==> src/rtl/dmem_arbiter_pkg.sv <==
// Shared definitions for the data-RAM arbiter and the VGA fetcher that talks to it.
// Holds the RAM geometry and the grant encoding used on both sides of the port.
package dmem_arbiter_pkg;

    localparam int DMEM_ADDR_W = 12;
    localparam int DMEM_DATA_W = 32;

    typedef enum logic [1:0] {
        GRANT_NONE = 2'd0,
        GRANT_CPU  = 2'd1,
        GRANT_VGA  = 2'd2
    } grant_t;

endpackage

==> src/rtl/dmem_arbiter_blank_window_timer.sv <==
// Opens a VGA-priority window of BLANK_CYCLES clocks after each screen_end pulse.
// A pulse during an open window restarts the count rather than extending it.
module blank_window_timer
    import dmem_arbiter_pkg::*;
#(
    parameter int BLANK_CYCLES = 1024
) (
    input  logic clock,
    input  logic reset,
    input  logic screen_end,
    output logic in_blank
);

    localparam int CTR_W = (BLANK_CYCLES > 1) ? $clog2(BLANK_CYCLES) : 1;

    logic [CTR_W-1:0] blank_ctr;

    // NOTE: state registers use non-blocking assignments so every flop samples
    // its inputs from before the edge; blocking here would create ordering races.
    always_ff @(posedge clock) begin
        if (!reset) begin
            blank_ctr <= '0;
            in_blank  <= 1'b0;
        end else if (screen_end) begin
            blank_ctr <= CTR_W'(BLANK_CYCLES - 1);
            in_blank  <= 1'b1;
        end else if (in_blank) begin
            // The cycle with blank_ctr==0 is the last one inside the window.
            if (blank_ctr == '0) begin
                in_blank <= 1'b0;
            end else begin
                blank_ctr <= blank_ctr - CTR_W'(1);
            end
        end
    end

endmodule

==> src/rtl/dmem_arbiter.sv <==
// Shares the single-port data RAM between the processor and the VGA fetcher.
// CPU wins by default; VGA wins inside the blanking window or once it has starved.
module dmem_arbiter
    import dmem_arbiter_pkg::*;
#(
    parameter int ADDR_W       = DMEM_ADDR_W,
    parameter int DATA_W       = DMEM_DATA_W,
    parameter int MAX_WAIT     = 8,
    parameter int BLANK_CYCLES = 1024
) (
    input  logic              clock,
    input  logic              reset,
    input  logic              screen_end,
    input  logic              cpu_req,
    input  logic              cpu_wren,
    input  logic [ADDR_W-1:0] cpu_addr,
    input  logic [DATA_W-1:0] cpu_data,
    output logic [DATA_W-1:0] cpu_q,
    output logic              cpu_stall,
    input  logic              vga_req,
    input  logic [ADDR_W-1:0] vga_addr,
    output logic              vga_ack,
    output logic              vga_rvalid,
    output logic [DATA_W-1:0] vga_q,
    output logic              in_blank,
    output logic              ram_wEn,
    output logic [ADDR_W-1:0] ram_addr,
    output logic [DATA_W-1:0] ram_dataIn,
    input  logic [DATA_W-1:0] ram_dataOut
);

    localparam int WAIT_W = $clog2(MAX_WAIT);

    grant_t              grant;
    logic [WAIT_W-1:0]   wait_ctr;
    logic                wait_full;
    logic [DATA_W-1:0]   vga_q_hold;

    blank_window_timer #(
        .BLANK_CYCLES(BLANK_CYCLES)
    ) u_blank_timer (
        .clock      (clock),
        .reset      (reset),
        .screen_end (screen_end),
        .in_blank   (in_blank)
    );

    assign wait_full = (wait_ctr == WAIT_W'(MAX_WAIT - 1));

    // NOTE: grant gets a default before any branch so no path leaves it
    // unassigned; a missing default would infer a latch.
    always_comb begin
        grant = GRANT_NONE;
        if (cpu_req && vga_req) begin
            grant = (in_blank || wait_full) ? GRANT_VGA : GRANT_CPU;
        end else if (cpu_req) begin
            grant = GRANT_CPU;
        end else if (vga_req) begin
            grant = GRANT_VGA;
        end
    end

    assign vga_ack    = (grant == GRANT_VGA);
    assign cpu_stall  = cpu_req & vga_ack;
    assign ram_wEn    = cpu_req & cpu_wren & (grant == GRANT_CPU);
    assign ram_addr   = vga_ack ? vga_addr : cpu_addr;
    assign ram_dataIn = cpu_data;
    assign cpu_q      = ram_dataOut;

    // Counts consecutive lost cycles; inside the window VGA never loses.
    always_ff @(posedge clock) begin
        if (!reset) begin
            wait_ctr <= '0;
        end else if (vga_req && !vga_ack && !in_blank) begin
            if (!wait_full) begin
                wait_ctr <= wait_ctr + WAIT_W'(1);
            end
        end else begin
            wait_ctr <= '0;
        end
    end

    always_ff @(posedge clock) begin
        if (!reset) begin
            vga_rvalid <= 1'b0;
            vga_q_hold <= '0;
        end else begin
            vga_rvalid <= vga_ack;
            if (vga_rvalid) begin
                vga_q_hold <= ram_dataOut;
            end
        end
    end

    // The RAM read arrives in the rvalid cycle itself; outside it the last value holds.
    assign vga_q = vga_rvalid ? ram_dataOut : vga_q_hold;

endmodule

==> config.mk <==
export PLATFORM = sky130hd
export DESIGN_NAME = dmem_arbiter
export DESIGN_NICKNAME = d
export VERILOG_FILES = /design/src/rtl/dmem_arbiter_pkg.sv /design/src/rtl/dmem_arbiter_blank_window_timer.sv /design/src/rtl/dmem_arbiter.sv
export SDC_FILE = /design/constraint.sdc
export NUM_CORES = 1
export LEC_CHECK = 0
export ABC_AREA = 1
export BUFFER_PORTS_ARGS = -buffer_cell sky130_fd_sc_hd__buf_2
export CAP_MARGIN = 20
export CORE_UTILIZATION = 41
export CTS_BUF_LIST = sky130_fd_sc_hd__clkbuf_8
export CTS_CLUSTER_SIZE = 40
export DETAILED_ROUTE_END_ITERATION = 16
export PLACE_DENSITY = 0.79
export SYNTH_ARGS = -nofsm -noshare
export SYNTH_HDL_FRONTEND = slang
export SYNTH_SLANG_ARGS = --single-unit
==> constraint.sdc <==
create_clock -name clock -period 2.17 [get_ports clock]
set_clock_uncertainty 0.05 [all_clocks]
set_input_delay 0.434 -clock clock [delete_from_list [all_inputs] [get_ports clock]]
set_output_delay 0.434 -clock clock [all_outputs]
set_load 0.1 [all_outputs]
==> results of run 1 <==
[how the worst max path moves through the flow]
stage / startpoint / endpoint / slack, ns / cells past startpoint
after floorplan: wait_ctr[0] / ram_addr[10] / -0.18 / 9
after CTS: wait_ctr[1] / ram_wEn / -0.10 / 8
after global routing: wait_ctr[1] / ram_wEn / -0.18 / 8
final: wait_ctr[1] / ram_wEn / -0.12 / 8
after global placement: wait_ctr[0] / ram_addr[2] / 0.1 / 9
after detailed placement: wait_ctr[0] / ram_addr[2] / 0.02 / 9
[power groups by stage]
stage | logic, mW | registers [mW] | clock network [mW]
after floorplan | 1.36 | 0.975 | 0
after CTS | 1.55 | 0.945 | 0.626
after global placement | 1.50 | 0.961 | 0
final | 1.60 | 0.947 | 0.614
after detailed placement | 1.52 | 0.964 | 0
after global routing | 1.66 | 0.952 | 0.655
[sequential cells by signal (all words and copies together) (netlist names)]
register and count:
vga_rvalid 1, u_blank_timer.in_blank 1, wait_ctr 3, vga_q_hold 32
u_blank_timer.blank_ctr 10
[cells in the mapped netlist, drive strengths merged]
master and instances:
nand3 24, nand2 169, o21ai 1, and3 1
buf 67, dfxtp 47, a211oi 2, xor2 1
nand4 1, or2 2, ha 3, inv 16
clkbuf 14, nor3 2, nor2 10, a21oi 43
[cell type report]
type                            instances  area, sq um
Clock buffer                            5        68.82
Tap cell                               77        96.34
Timing Repair inverter                  1        8.758
Inverter                               16        72.57
Sequential cell                        47        948.4
Fill cell                             421         2034
Multi-Input combinational cell        259         1556
Antenna cell                            1        2.502
Timing Repair Buffer                  154         1528
Clock inverter                          2        33.78
[per-stage QoR]
step           utilization, %  power, mW
4_1_cts                 66.15      3.123
5_1_grt                 67.96      3.264
3_3_place_gp            62.29      2.461
2_1_floorplan               -      2.335
6_report                67.96      3.163
3_5_place_dp            62.29      2.485
[cells in the final DEF (no fill, tap or decap)]
master / synthesis / layout
diode_2: 0 / 1
buf_16: 0 / 1
buf_6: 1 / 1
nand2_8: 0 / 11
clkbuf_8: 0 / 5
nand2_4: 0 / 14
dfxtp_2: 0 / 3
buf_2: 2 / 96
nand3_1: 24 / 23
ha_4: 0 / 2
a211oi_1: 2 / 2
bufinv_16: 0 / 1
nand3_4: 0 / 1
nor3_4: 1 / 1
buf_12: 0 / 47
and3_4: 0 / 1
or2_1: 1 / 1
buf_4: 64 / 9
nor3_1: 1 / 1
inv_2: 2 / 1
inv_6: 0 / 1
nand2_1: 167 / 105
nor2_1: 9 / 7
nand4_1: 1 / 1
or2_2: 1 / 1
dfxtp_1: 47 / 43
ha_1: 3 / 1
nand2_2: 2 / 39
xor2_1: 1 / 1
a21oi_1: 43 / 43
dfxtp_4: 0 / 1
clkinv_8: 0 / 1
nor2_4: 0 / 1
o21ai_0: 1 / 1
nor2_2: 1 / 2
inv_1: 14 / 15
[kinds of logic (layout without fill, tap and decap cells)]
kind of cell | after synthesis | after routing
AND/OR/NAND/NOR | 209 | 209
buffers and inverters | 97 | 178
flip-flops | 47 | 47
AO/OA/AOI/OAI | 46 | 46
adder cells (fa/ha/maj) | 3 | 3
XOR/XNOR | 1 | 1
other | 0 | 1
[worst reg2reg max path, delay by kind of cell (launching register included)]
kind            cells  cell delay [ns]
fa+ha+maj           1             0.21
buf+inv             2             0.16
flops               1             0.33
simple gates        5             0.85
compound gates      1             0.07
[layer usage]
metal / wire (um) / global-route usage (%) / vias to the layer above
met5: 0 / 0 / -
met4: 412 / 8.777 / 0
met3: 576 / 5.169 / 36
met2: 4965 / 40.83 / 135
met1: 3189 / 22.33 / 1337
li1: - / - / 1363
[repair_timing]
action | 4_1_cts | 5_1_grt
resized for setup | 27 | 20
setup endpoints to repair | 14 | 14
pin swaps | 4 | 7
buffers inserted | 2 | 0
hold buffers | 0 | 0
gates cloned | 1 | 1
==> metrics.yaml, run 1 <==
viasPerCell: 5.109
portBuffers: 142
fp-row-count: 29
die_area_sq_um: 6870
clkLatencyLatePin_ns: 0.29
ys.warnings.count: 0
die_x_um: 82.89
switching_power_mw: 1.445
hpwlAfterDp_um: 5388
vias: 2871
period_share_pct: 105.7
timing.fmax_ghz: 0.4359
cts_buffer_depth: 2
fin_hold_ws_ns: 0.3835
syn_area_per_cell_sq_um: 6.657
final-hold-violation-count: 0
power_density_nw_per_um2: 732.9
crit_family: "simple AND/OR/NAND/NOR gates"
internal-power_mw: 1.718
setup_tns_ns: -1.335
period_minus_slack_ns: 2.294
place_ws_ns: 0.02386
power.share.switching_pct: 45.67
clkSinkCount: 47
final_area_sq_um: 4315
synth_top_family_by_area: "simple AND/OR/NAND/NOR gates"
worst_pin_slew_ns: 0.5148
cts_max_level: 2
required_ns: 1.69
hold_path_depth: 3
synth_compound_area_share_pct: 8.769
synth_top_area_cell: "dfxtp_1"
antenna_found_initial: 1
end_kind: "primary output"
synthToLayoutAreaGrowth_pct: 60.87
r2r-end: "u_blank_timer.blank_ctr[2]"
p_clk_share_pct: 19.4
synth_mux_area_share_pct: 0
crit_slowest_cell: "dfxtp_2"
cts_tree: "yes"
grt_usage_pct: 21.48
root_buffer: "clkbuf_8"
setup_viol: 13
r2r_slack_ns: 0.37
grt_pass1_vias: 2746
cp_num_buf_inv: 2
critPathKind: "reg2out"
drive_gt1_share_pct: 49.59
critPathLaunchType: "flip-flop"
synth_fa_ha_area_share_pct: 1.399
cp_max_fo: 5
die-height_um: 82.89
drt_iter0_drc: 142
syn_inst: 403
clkTransAtPathRegs_ns: 0.09
crit_chain: "ha_4, ha_4, nor2_4, nand3_4, nand2_8, buf_6, and3_4, buf_12"
reg2regPathDepth: 9
synth_top_area_share_pct: 35.07
crit_arrival_ns: 1.81
synth_nets: 500
min_from: "ram_dataOut[2]"
syn_area_sq_um: 2683
wirelength_um: 9144
ys_ff_latch: 47
coreArea_sq_um: 6350
p_comb_share_pct: 50.7
holdCritPathClass: "in2reg"
io_pins: 207
dp.cells: 550
ys_seq_area_share_pct: 35.07
drtAntennaViolNets: 0
max_stage_delay_ns: 0.34
setup_slack_ns: -0.1240
timing.slew.headroom_pct: 65.68
synthSimpleGateAreaFrac_pct: 31.53
place.gp.congestion: 0.8318
first_pass_iters: 4
rsz0062_at_grt: "true"
grt_overflow: 0
peakVddDrop_mv: 0.5099
crit_top_cell: "ha_4"
drv_cap: 0
power_frac_seq_pct: 29.9
remaining_drc_errors: 0
wire_per_inst_um: 16.27
hold_end: "vga_q_hold[2]"
violations: "negative setup slack"
timing.rr.start: "u_blank_timer.blank_ctr[0]"
grt_max_degree: 48
cts_buffers: 5
yosys.area_share.xor_xnor_pct: 0.3265
placed_cell_area_sq_um: 3955
slew_violations: 0
status: "finished with violations"
start_util_pct: 42.25
stdcell_count: 562
p_leak_nw: 2.075
ys_top_cells_by_area: "dfxtp_1, nand2_1, buf_4, a21oi_1, nand3_1"
synth_cell_types: 23
layout.nets: 581
grt_pass1_wl_um: 12010
Power figures use the tool's default switching activity.
==> inputs of run 2 (changes only) <==
==> constraint.sdc (replaced) <==
create_clock -name clock -period 2.17 [get_ports clock]
set_clock_uncertainty 0.05 [all_clocks]
set_input_delay 0.1085 -clock clock [delete_from_list [all_inputs] [get_ports clock]]
set_output_delay 0.1085 -clock clock [all_outputs]
set_load 0.1 [all_outputs]
==> run 2 against run 1 <==
Against the previous run:
- the run now ends clean
- clock power shrank 17%
- hold slack worse by 0.36 ns
- fmax up 11%
- die area unchanged
- global-route usage is 3.6 points lower
- cell area decreased by 11%
- routed wire length decreased by 31%
- first-iteration DRC count fell by 43%
- critical path depth rose by 1
- register-to-register slack is essentially flat
- total power is 8.1% lower
- final cell count shrank 0.53%
==> metrics.yaml, run 2 (same netlist as run 1, synthesis figures left out) <==
status: "finished, final reports clean"
clkTransAtPathRegs_ns: 0.09  # about the same
stdcell_count: 559  # -0.53%
fin_hold_ws_ns: 0.02673  # -0.3568 ns
root_buffer: "clkbuf_8"
antenna_found_initial: 0  # -1
setup_tns_ns: 0  # +1.335 ns
worst_pin_slew_ns: 0.6225  # +0.1077 ns
fp-row-count: 29  # unchanged
end_kind: "primary output"
drive_gt1_share_pct: 37.55  # -12 points
drv_cap: 0  # unchanged
vias: 2663  # -7.2%
timing.fmax_ghz: 0.4830  # +11%
setup_viol: 0  # -13
remaining_drc_errors: 0  # unchanged
grt_usage_pct: 17.89  # -3.6 points
hpwlAfterDp_um: 4805  # -11%
cp-startpoint: "wait_ctr[0]"
final_cell_mix: "nand2_1, buf_2, buf_12"
slew_violations: 0  # unchanged
die-height_um: 82.89  # unchanged
p_clk_share_pct: 17.6  # -1.8 points
viasPerCell: 4.764  # -6.7%
cp_max_fo: 8  # +3
clkSinkCount: 47  # unchanged
die_x_um: 82.89  # unchanged
regArea_sq_um: 943.4  # -0.53%
cts_hold_buf: 0  # unchanged
coreArea_sq_um: 6350  # unchanged
io_pins: 207  # unchanged
r2r_slack_ns: 0.36  # about the same
cts_buffer_depth: 2  # unchanged
final_area_sq_um: 3826  # -11%
peakVddDrop_mv: 0.4477  # -12%
rsz0062_at_grt: "true"
final_common_cell: "nand2_1"
final-hold-violation-count: 0  # unchanged
period_minus_slack_ns: 2.070  # -0.2237 ns
period_share_pct: 95.40  # -10 points
cts_max_level: 2  # unchanged
wire_per_inst_um: 11.33  # -30%
power_frac_seq_pct: 32.6  # +2.7 points
fill_cells: 549  # +30%
die_area_sq_um: 6870  # unchanged
synthToLayoutAreaGrowth_pct: 42.63
first_pass_iters: 4  # unchanged
top_register: "vga_q_hold"
largestRegisters: "vga_q_hold (32), u_blank_timer.blank_ctr (10), wait_ctr (3)"
grt_pass1_wl_um: 10280  # -14%
wirelength_um: 6332  # -31%
grt_max_degree: 32  # -33%
multi_input_area_sq_um: 1167  # -25%
power.share.switching_pct: 46.65  # +0.98 points
switching_power_mw: 1.356  # -6.1%
internal-power_mw: 1.551  # -9.7%
start_util_pct: 42.25  # unchanged
clkLatencyLatePin_ns: 0.30  # about the same
holdCritPathClass: "in2reg"
placed_cell_area_sq_um: 3689  # -6.7%
required_ns: 2.01  # +0.32 ns
grt_pass1_vias: 2520  # -8.2%
diodes: 0  # -1
timing.slew.headroom_pct: 58.46  # -7.2 points
drtAntennaViolNets: 0  # unchanged
min_from: "ram_dataOut[30]"
critPathKind: "reg2out"
grt_overflow: 0  # unchanged
p_comb_share_pct: 49.9  # -0.8 points
power_density_nw_per_um2: 759.9  # +3.7%
dp.cells: 546  # -0.73%
critPathLaunchType: "flip-flop"
finalPower_mw: 2.907  # -8.1%
timing.rr.start: "u_blank_timer.blank_ctr[0]"
largest_reg_flops: 32  # unchanged
drt_iter0_drc: 81  # -43%
crit_arrival_ns: 1.91  # +0.10 ns
cts_tree: "yes"
place.gp.congestion: 0.7941  # -4.5%
cts_buffers: 5  # unchanged
p_leak_nw: 1.955  # -5.8%
portBuffers: 142  # unchanged
layout.nets: 578  # -0.52%
[run 2: cell count changes in the layout (fill, tap and decap cells not counted), moves of 2 or more]
cell | before | now
dfxtp_1 | 43 | 45
nand2_2 | 39 | 11
ha_4 | 2 | 0
nand2_8 | 11 | 0
ha_1 | 1 | 3
nand2_1 | 105 | 157
nand2_4 | 14 | 1
[run 2: layer usage]
layer	up-vias	routed length, um	GRT usage, %
li1	1359	-	-
met1	1192	2435	17.25
met2	94	3416	35.62
met3	18	354	5.070
met4	0	125	6.113
met5	-	0	0
[run 2: final cells by class]
type / instances / area share, %
tap: 77 / 2.518
inverter: 16 / 1.570
clock buffer: 5 / 1.799
timing repair buffer: 152 / 38.52
sequential: 47 / 24.66
multi-input combinational: 259 / 30.51
clock inverter: 3 / 0.4251
[run 2: power groups by stage]
stage	Sequential, mW	Combinational (mW)	Clock [mW]
5_1_grt	0.953	1.51	0.580
6_report	0.947	1.45	0.510
3_3_place_gp	0.964	1.42	0
3_5_place_dp	0.967	1.44	0
2_1_floorplan	0.976	1.30	0
4_1_cts	0.947	1.45	0.529
[run 2: critical path, cell delays in order (launching register included)]
cell     delay, ns
dfxtp_1       0.32
ha_1          0.19
ha_1          0.20
nor2_2        0.13
nand3_2       0.15
nand2_4       0.14
buf_4         0.15
nand2_1       0.06
nand2_2       0.09
buf_12        0.17
[run 2: timing repair]
item	CTS	global route
endpoints found under the setup margin	14	13
buffers inserted	0	5
pin swaps	0	3
gates resized for setup	4	0
[run 2: path summary, 6_finish.rpt]
check	endpoint	depth (start not counted)
max	ram_addr[9]	9
min	vga_q_hold[30]	3
max reg2reg	u_blank_timer.blank_ctr[2]	9
min reg2reg	vga_q_hold[29]	2
[run 2: per-stage QoR]
step | setup WS, ns | utilization [%]
6_report | 0.09976 | 60.26
2_1_floorplan | 0.02231 | -
5_1_grt | -0.02622 | 60.26
4_1_cts | 0.04467 | 59.67
3_5_place_dp | 0.1347 | 58.09
3_3_place_gp | 0.2589 | 58.09
==> inputs of run 3 (changes only) <==
CORE_UTILIZATION = 37   (was 41)
PLACE_DENSITY = 0.76   (was 0.79)
clock period = 1.75 ns   (was 2.17 ns; I/O delays follow)
==> run 3 against run 2 <==
Against the previous run:
- the flow now finishes with violations (negative setup slack)
- hold slack worse by 0.010 ns
- register-to-register slack lost 0.25 ns
- utilization increased by 5.6 points
- sequential power rose by 25%
- die area up 11%
- first-iteration DRC count is 47% higher
==> metrics.yaml, run 3 (same netlist as run 1, synthesis figures left out) <==
critPathLaunchType: "flip-flop"
holdCritPathClass: "in2reg"
grt_usage_pct: 20.15  # +2.3 points
cp_max_fo: 5  # -3
drive_gt1_share_pct: 50.82  # +13 points
vias: 2764  # +3.8%
wirelength_um: 7472  # +18%
clkLatencyLatePin_ns: 0.30  # about the same
antenna_found_initial: 0  # unchanged
largest_reg_flops: 32  # unchanged
critPathKind: "reg2out"
portBuffers: 142  # unchanged
clkTransAtPathRegs_ns: 0.09  # about the same
crit_chain: "ha_4, ha_4, nor2_4, nand3_4, nand2_4, buf_12, buf_12, nand2_4, nand2_8, buf_12"
place_ws_ns: -0.03764  # -0.1723 ns
hpwlAfterDp_um: 5543  # +15%
cts_hold_buf: 0  # unchanged
fill_cells: 551  # +0.36%
crit_arrival_ns: 1.82  # -0.09 ns
start_util_pct: 38.84  # -3.4 points
cts_tree: "yes"
crit_cells: 10  # +1
die_area_sq_um: 7595  # +11%
slew_violations: 0  # unchanged
layout.nets: 586  # +1.4%
cts_buffers: 5  # unchanged
period_minus_slack_ns: 1.958
wire_per_inst_um: 12.75  # +13%
diodes: 0  # unchanged
synthToLayoutAreaGrowth_pct: 69.45
crit_family: "simple AND/OR/NAND/NOR gates"
hold_path_depth: 3  # unchanged
die_x_um: 87.15  # +5.1%
period_share_pct: 111.9
end_kind: "primary output"
remaining_drc_errors: 0  # unchanged
drv_cap: 0  # unchanged
setup_viol: 14  # +14
peakVddDrop_mv: 0.4937  # +10%
drtAntennaViolNets: 0  # unchanged
grt_overflow: 0  # unchanged
grt_pass1_wl_um: 12030  # +17%
final-hold-violation-count: 0  # unchanged
clkSinkCount: 47  # unchanged
crit_top_cell: "buf_12"
viasPerCell: 4.717  # -0.99%
required_ns: 1.61  # -0.40 ns
top_register: "vga_q_hold"
reg2regPathDepth: 8  # -1
cts_max_level: 2  # unchanged
cp_num_buf_inv: 3  # +1
timing.slew.headroom_pct: 65.79  # +7.3 points
drt_iter0_drc: 119  # +47%
rsz0062_at_grt: "true"
fin_util_pct: 65.82  # +5.6 points
grt_pass1_vias: 2653  # +5.3%
finalPower_mw: 3.988  # +37%
final_cell_mix: "nand2_1, buf_2, buf_12"
die-height_um: 87.15  # +5.1%
timing.fmax_ghz: 0.5108
status: "finished with violations"
cts_buffer_depth: 2  # unchanged
first_pass_iters: 4  # unchanged
place.gp.congestion: 0.7853  # -1.1%
coreArea_sq_um: 6907  # +8.8%
violations: "negative setup slack"
root_buffer: "clkbuf_8"
io_pins: 207  # unchanged
p_leak_nw: 2.108  # +7.8%
final_common_cell: "nand2_1"
largestRegisters: "vga_q_hold (32), u_blank_timer.blank_ctr (10), wait_ctr (3)"
crit_slowest_cell: "dfxtp_2"
worst_pin_slew_ns: 0.5131  # -0.1093 ns
power_density_nw_per_um2: 877.3  # +15%
max_stage_delay_ns: 0.35  # +0.03 ns
setup_slack_ns: -0.2077  # -0.3075 ns
grt_max_degree: 48  # +50%
fp-row-count: 30  # +3.4%
-- run 3: cell count changes in the layout (fill, tap and decap cells not counted), moves of 2 or more --
cell     previous run  this run
nand2_4             1        39
nand2_1           157       104
ha_1                3         0
buf_2              97        95
buf_4               9        13
ha_4                0         2
dfxtp_1            45        43
dfxtp_4             0         2
nand2_2            11        14
buf_12             46        50
nand2_8             0        12
-- run 3: where the power goes --
part / switching, mW / internal (mW)
clock: 0.377 / 0.426
sequential: 0.0446 / 1.13
combinational: 1.39 / 0.620
total: 1.81 / 2.18
-- run 3: cell type report --
| type | instances | area, sq um | share of cell area (%) |
|---|---|---|---|
| clock buffers | 5 | 68.82 | 1.514 |
| clock inverters | 3 | 43.79 | 0.9634 |
| inverters | 16 | 72.57 | 1.596 |
| multi-input cells | 259 | 1697 | 37.32 |
| flip-flops and latches | 47 | 950.9 | 20.92 |
| well taps | 96 | 120.1 | 2.642 |
| repair buffers | 160 | 1593 | 35.04 |
-- run 3: worst reg2reg max path: stages, from the launching register on --
cell and delay (ns):
dfxtp_2 0.35, ha_4 0.16, ha_4 0.16, nor2_4 0.10, nand3_4 0.09, buf_4 0.14, buf_4 0.12, buf_4 0.13
a211oi_1 0.24
-- run 3: path summary, 6_finish.rpt --
path | start | end | slack, ns
worst min register to register | vga_q_hold[31] | vga_q_hold[31] | 0.43
worst min-delay path | ram_dataOut[31] | vga_q_hold[31] | 0.02
worst max-delay path | wait_ctr[1] | ram_addr[9] | -0.21
worst max register to register | wait_ctr[1] | wait_ctr[1] | 0.11
-- run 3: through the flow --
step / setup TNS [ns] / cell area, sq um / cells / hold WS [ns]
after floorplan: -0.1645 / 3104 / 403 / 0.2029
after global placement: 0 / 4174 / 572 / 0.1257
after detailed placement: -0.1123 / 4174 / 572 / 0.1257
after CTS: -2.934 / 4471 / 584 / 0.01221
after global routing: -3.232 / 4546 / 586 / 0.009374
final: -2.084 / 4546 / 586 / 0.01636
-- run 3: timing repair --
action	CTS	global route
endpoints found under the setup margin	31	48
buffers inserted	3	3
gates cloned	1	0
hold endpoints to repair	0	0
resized for setup	28	17
pin swaps	6	3
-- run 3: layer usage --
layer	track usage [%]	routed length, um	vias up
met5	0	0	-
met4	6.855	182	0
met3	5.687	455	24
met2	37.87	4063	106
met1	21.50	2770	1254
li1	-	-	1380
